File: src/rtl/host_reg_responder_pkg.sv
// Shared types and constants for the host register responder.
package host_pkg;

  // Direction of a host access as carried on host_req_wr.
  typedef enum logic {
    HOST_ACCESS_KIND_RD = 1'b0,
    HOST_ACCESS_KIND_WR = 1'b1
  } host_access_kind_t;

  // Word indices of the fixed registers; scratch space starts at SCRATCH0.
  localparam int HOST_REG_ID         = 0;
  localparam int HOST_REG_ACCESS_CNT = 1;
  localparam int HOST_REG_SCRATCH0   = 2;

  // Responder FSM: take a request, burn wait states, present the response.
  typedef enum logic [1:0] {
    HOST_RSP_IDLE,
    HOST_RSP_WAIT,
    HOST_RSP_RESP
  } host_rsp_state_t;

endpackage

File: src/rtl/host_reg_responder_reg_bank.sv
// Register bank behind the host responder: ID, access counter, scratch words.
// A commit strobe performs the access (write or read sample) and latches the
// response data and error flag, which then hold until the next commit.
module host_reg_bank
  import host_pkg::*;
#(
  parameter int          ADDR_W   = 8,
  parameter int          DATA_W   = 32,
  parameter int          NUM_REGS = 8,
  parameter logic [31:0] ID_VALUE = 32'hC0DE_0001
) (
  input  logic              clk,
  input  logic              rst,
  input  logic              commit,
  input  logic              wr,
  input  logic [ADDR_W-1:0] addr,
  input  logic [DATA_W-1:0] wdata,
  input  logic              cnt_inc,
  output logic [DATA_W-1:0] rdata,
  output logic              err
);

  logic [DATA_W-1:0] scratch [HOST_REG_SCRATCH0:NUM_REGS-1];
  logic [DATA_W-1:0] access_cnt;

  logic [31:0]       addr_ext;
  logic              in_range;
  logic              acc_err;
  logic [DATA_W-1:0] rd_value;

  // Decode the access: range check on the zero-extended address, RO check, read mux.
  always_comb begin
    // NOTE: every signal gets a default first so no path leaves it unassigned (no latch).
    rd_value = '0;
    addr_ext = 32'(addr);
    in_range = addr_ext < 32'(NUM_REGS);
    acc_err  = !in_range || (wr && (addr_ext < 32'(HOST_REG_SCRATCH0)));
    if (addr_ext == 32'(HOST_REG_ID)) begin
      rd_value = DATA_W'(ID_VALUE);
    end else if (addr_ext == 32'(HOST_REG_ACCESS_CNT)) begin
      rd_value = access_cnt;
    end else begin
      for (int i = HOST_REG_SCRATCH0; i < NUM_REGS; i++) begin
        if (addr_ext == 32'(i)) rd_value = scratch[i];
      end
    end
  end

  // Commit the access, latch the response, and count completed handshakes.
  always_ff @(posedge clk) begin
    if (rst) begin
      rdata      <= '0;
      err        <= 1'b0;
      access_cnt <= '0;
      // NOTE: the scratch words are architecturally visible after reset, so they are
      // cleared here; this small bank is flops, not a RAM macro.
      for (int i = HOST_REG_SCRATCH0; i < NUM_REGS; i++) scratch[i] <= '0;
    end else begin
      // NOTE: non-blocking updates, so a read of ACCESS_CNT sees the pre-increment value.
      if (cnt_inc) access_cnt <= access_cnt + 1'b1;
      if (commit) begin
        err   <= acc_err;
        rdata <= (wr || acc_err) ? '0 : rd_value;
        for (int i = HOST_REG_SCRATCH0; i < NUM_REGS; i++) begin
          if (wr && !acc_err && addr_ext == 32'(i)) scratch[i] <= wdata;
        end
      end
    end
  end

endmodule

File: src/rtl/host_reg_responder.sv
// Host access responder: accepts one request, inserts WAIT_CYCLES wait states,
// commits it into the register bank and returns the response via valid/ready.
module host_reg_responder
  import host_pkg::*;
#(
  parameter int          ADDR_W      = 8,
  parameter int          DATA_W      = 32,
  parameter int          NUM_REGS    = 8,
  parameter int          WAIT_CYCLES = 2,
  parameter logic [31:0] ID_VALUE    = 32'hC0DE_0001
) (
  input  logic              clk,
  input  logic              rst,
  input  logic              host_req_valid,
  output logic              host_req_ready,
  input  logic              host_req_wr,
  input  logic [ADDR_W-1:0] host_addr,
  input  logic [DATA_W-1:0] host_wdata,
  output logic              host_rsp_valid,
  input  logic              host_rsp_ready,
  output logic [DATA_W-1:0] host_rdata,
  output logic              host_rsp_err
);

  localparam logic [3:0] WAIT_LOAD = (WAIT_CYCLES > 0) ? 4'(WAIT_CYCLES - 1) : 4'd0;

  host_rsp_state_t   state, next_state;
  logic [3:0]        wait_cnt;
  host_access_kind_t cap_kind;
  logic [ADDR_W-1:0] cap_addr;
  logic [DATA_W-1:0] cap_wdata;

  logic              accept;
  logic              commit;
  logic              cnt_inc;
  logic              bank_wr;
  logic [ADDR_W-1:0] bank_addr;
  logic [DATA_W-1:0] bank_wdata;

  assign accept = host_req_valid && host_req_ready;

  // State register.
  always_ff @(posedge clk) begin
    if (rst) state <= HOST_RSP_IDLE;
    else     state <= next_state;
  end

  // Next-state logic.
  always_comb begin
    next_state = state;
    case (state)
      HOST_RSP_IDLE: if (accept) next_state = (WAIT_CYCLES > 0) ? HOST_RSP_WAIT : HOST_RSP_RESP;
      HOST_RSP_WAIT: if (wait_cnt == 4'd0) next_state = HOST_RSP_RESP;
      HOST_RSP_RESP: if (host_rsp_ready) next_state = HOST_RSP_IDLE;
      default:       next_state = HOST_RSP_IDLE;
    endcase
  end

  // Outputs and bank controls; with zero wait states the commit uses the live request.
  always_comb begin
    host_req_ready = (state == HOST_RSP_IDLE);
    host_rsp_valid = (state == HOST_RSP_RESP);
    commit         = (state != HOST_RSP_RESP) && (next_state == HOST_RSP_RESP);
    cnt_inc        = (state == HOST_RSP_RESP) && host_rsp_ready;
    if (state == HOST_RSP_IDLE) begin
      bank_wr    = host_req_wr;
      bank_addr  = host_addr;
      bank_wdata = host_wdata;
    end else begin
      bank_wr    = (cap_kind == HOST_ACCESS_KIND_WR);
      bank_addr  = cap_addr;
      bank_wdata = cap_wdata;
    end
  end

  // Request capture on accept and wait-state countdown.
  always_ff @(posedge clk) begin
    if (rst) begin
      wait_cnt  <= 4'd0;
      cap_kind  <= HOST_ACCESS_KIND_RD;
      cap_addr  <= '0;
      cap_wdata <= '0;
    end else if (accept) begin
      wait_cnt  <= WAIT_LOAD;
      cap_kind  <= host_access_kind_t'(host_req_wr);
      cap_addr  <= host_addr;
      cap_wdata <= host_wdata;
    end else if (state == HOST_RSP_WAIT && wait_cnt != 4'd0) begin
      wait_cnt  <= wait_cnt - 4'd1;
    end
  end

  host_reg_bank #(
    .ADDR_W   (ADDR_W),
    .DATA_W   (DATA_W),
    .NUM_REGS (NUM_REGS),
    .ID_VALUE (ID_VALUE)
  ) u_bank (
    .clk     (clk),
    .rst     (rst),
    .commit  (commit),
    .wr      (bank_wr),
    .addr    (bank_addr),
    .wdata   (bank_wdata),
    .cnt_inc (cnt_inc),
    .rdata   (host_rdata),
    .err     (host_rsp_err)
  );

endmodule

File: config.mk
export PLATFORM = sky130hd
export DESIGN_NAME = host_reg_responder
export DESIGN_NICKNAME = d
export VERILOG_FILES = /design/src/rtl/host_reg_responder_pkg.sv /design/src/rtl/host_reg_responder_reg_bank.sv /design/src/rtl/host_reg_responder.sv
export SDC_FILE = /design/constraint.sdc
export NUM_CORES = 1
export LEC_CHECK = 0
export ABC_AREA = 1
export CORE_MARGIN = 4
export CORE_UTILIZATION = 25
export CTS_BUF_LIST = sky130_fd_sc_hd__clkbuf_4 sky130_fd_sc_hd__clkbuf_8 sky130_fd_sc_hd__clkbuf_16
export DETAILED_ROUTE_END_ITERATION = 8
export GPL_ROUTABILITY_DRIVEN = 0
export MAX_ROUTING_LAYER = met4
export PLACE_DENSITY_LB_ADDON = 0.12
export SYNTH_ARGS = -nofsm -noshare
export SYNTH_HDL_FRONTEND = slang
export SYNTH_SLANG_ARGS = --single-unit
File: constraint.sdc
create_clock -name clk -period 13.05 [get_ports clk]
set_input_delay 2.61 -clock clk [delete_from_list [all_inputs] [get_ports clk]]
set_output_delay 2.61 -clock clk [all_outputs]
set_load 0.005 [all_outputs]
==> out/qor.yml <==
run_status:
  status: "completed"
synthesis:
  synth_area_sq_mm: 0.0133
  synth_edf_count: 192
  yosys.area.top_type: "edfxtp_1"
  async_flop_share: 0
  synth_nets: 1531
  synth_ff_type: "edfxtp_1"
  avgSynthCellArea_sq_um: 8.96
  yosysMostFrequentCell: "nor2_1"
  yosysSeqAreaShare: 0.602
  netlist_top_cells_area: "edfxtp_1, dfxtp_1, nor2_1"
  synth_common_cells: "nor2_1, nand2_1, edfxtp_1"
  ys_warn_count: 0
  ys_ff_latch: 304
  yosysTopAreaCellShare: 0.434
  synth_cell_type_count: 39
  syn-instance-count: 1484
global_route:
  antenna_found_initial: 1
  grt_use_total: 0.150
  grt_pass1_vias: 10200
  grt_max_degree: 64
  gr-total-overflow: 0
  grt_pass1_wl_um: 63700
timing:
  tns_ns: 0
  period_share: 0.415
  slew_headroom: 0.239
  rsz0062_at_grt: "no"
  finalHoldViolations: 0
  fin_hold_ws_ns: 0.463
  period_needed_ns: 5.41
  finalSetupViolCount: 0
  setup_slack_ns: 7.64
  clock_skew_ns: 0.0229
  max_freq_mhz: 185
  tightestPinTransition_ns: 1.14
  drv_slew: 0
clock_network:
  cts_inserted_buffers: 39
  worstSkewPairLatency_ns: 0.55
  ctsHtreeMaxLevel: 2
  clock_sink_count: 304
  cts_tree: "built"
  clock_tree.root_cell: "clkbuf_16"
  post_cts_buffers: 0
  path_clk_slew_ns: 0.05
  clockBufferDepth: 3
  cts_resized: 0
  cts_hold_buf: 0
critical_path:
  cp_common_cell: "nand2_1"
  cp-end-kind: "register"
  cp_max_fo: 23
  crit_slowest_cell: "nor2_1"
  critPathKind: "input pin to register"
  startpoint_type: "input pin"
  arrival_ns: 5.61
  worstPathCellList: "clkdlybuf4s50_1, inv_1, nand2_1, nand2_1, nor2_1, nand3_2, o21ai_4, buf_4"
  cp.required_ns: 13.25
  r2r_cells: 13
  cp_slowest_stage_delay_ns: 0.60
placement:
  hpwl_um: 28400
  dp_cells: 2198
  placed_area_sq_mm: 0.0148
  port_buffers: 79
  pre_cts_slack_ns: 7.01
route:
  drc: 0
  routed_wl_um: 41700
  first_pass_iters: 5
  wl_met3_um: 1850
  antenna_left: 0
  drtIter0Drc: 800
  via_per_inst: 4.55
  met2_length_um: 18000
  vias: 10300
  avgRoutedWirePerCell_um: 18.4
  maxUsedRoutingLayer: "met4"
  wl_met1_um: 21000
die:
  initial_core_util: 0.253
  chipHeight_um: 239
  num_rows: 84
  die_w_um: 239
  coreArea_sq_mm: 0.0527
  io_pins: 80
  die_area_sq_mm: 0.0569
pwr:
  power_mw: 2.34
  p_per_area_mw_per_mm2: 146
  ir_drop_mv: 0.0722
  p_leak_nw: 6.04
finish:
  fin_util: 0.305
  fin_area_sq_mm: 0.0161
  drive_gt1_frac: 0.0773
  synthToLayoutAreaGrowth_pct: 20.9
  fill_cells: 5488
  stdcell_count: 2268
  nets: 1598
run:
  drv_cap: 0
min_path:
  hold_depth: 2
  worstHoldPathType: "register to register"
flip-flops by register name, summed over array words and instances (netlist names):
register and cells:
cap_addr 8, u_bank.scratch 192, u_bank.err 1, u_bank.access_cnt 32, state 2, cap_kind 1, wait_cnt 4, cap_wdata 32
u_bank.rdata 32
layout by cell type (no fill, tap or decap), types with 4 or more instances in the layout:
master / n
a21oi_1: 131
edfxtp_1: 192
clkbuf_4: 11
dfxtp_1: 112
nand2_2: 4
inv_2: 8
nor3_2: 5
nor4_1: 4
nand4_1: 41
o21a_1: 6
o21ai_1: 40
buf_4: 18
clkbuf_16: 41
inv_1: 107
nand3_1: 78
nand2_1: 273
clkinv_1: 10
xor2_1: 10
a21oi_2: 10
nor2_2: 6
o21ai_0: 60
nor2_1: 282
clkdlybuf4s50_1: 78
nor3_1: 18
power by group:
group,internal (mW),switching (mW)
sequential,1.05,0.0118
combinational,0.0446,0.163
clock,0.658,0.411
final timing paths:
kind | slack [ns] | start | endpoint
max | 7.64 | host_addr[1] | u_bank.scratch[3][27]
min reg2reg | 0.46 | u_bank.rdata[1] | u_bank.rdata[1]
min | 0.46 | u_bank.rdata[1] | u_bank.rdata[1]
max reg2reg | 9.34 | wait_cnt[0] | u_bank.scratch[6][7]
layout make-up:
cell class | instances | area, sq um | share of cell area
timing repair buffer | 97 | 921 | 0.0573
multi-input combinational | 993 | 4580 | 0.285
clock buffer | 53 | 1120 | 0.0698
tap | 688 | 861 | 0.0535
inverter | 116 | 438 | 0.0272
sequential | 304 | 8010 | 0.498
antenna | 1 | 2.50 | 0.000156
clock inverter | 16 | 143 | 0.00887
cells by family (layout without fill, tap and decap cells):
family                     after synthesis  in the layout  synth area share
AOI/OAI and AO/OA                      256            256             0.101
xor gates and xnor gates                12             12           0.00790
adders and majority gates                2              2           0.00188
buffers and inverters                  187            282            0.0559
DFF                                    304            304             0.602
other                                    0              1                 0
and+or+nand+nor                        723            723             0.231
layer usage:
layer  global-route usage  vias to the layer above
met1                0.217                     4926
met2                0.219                      197
li1                     -                     5126
met4               0.0354                        0
met3               0.0283                       60
met5                    -                        -
critical path: cells and delay by family:
family          cells  cell delay, ns
simple gates        4            1.35
buf+inv             3            1.05
compound gates      1            0.56
No activity file was read; power rests on OpenSTA's default activity.
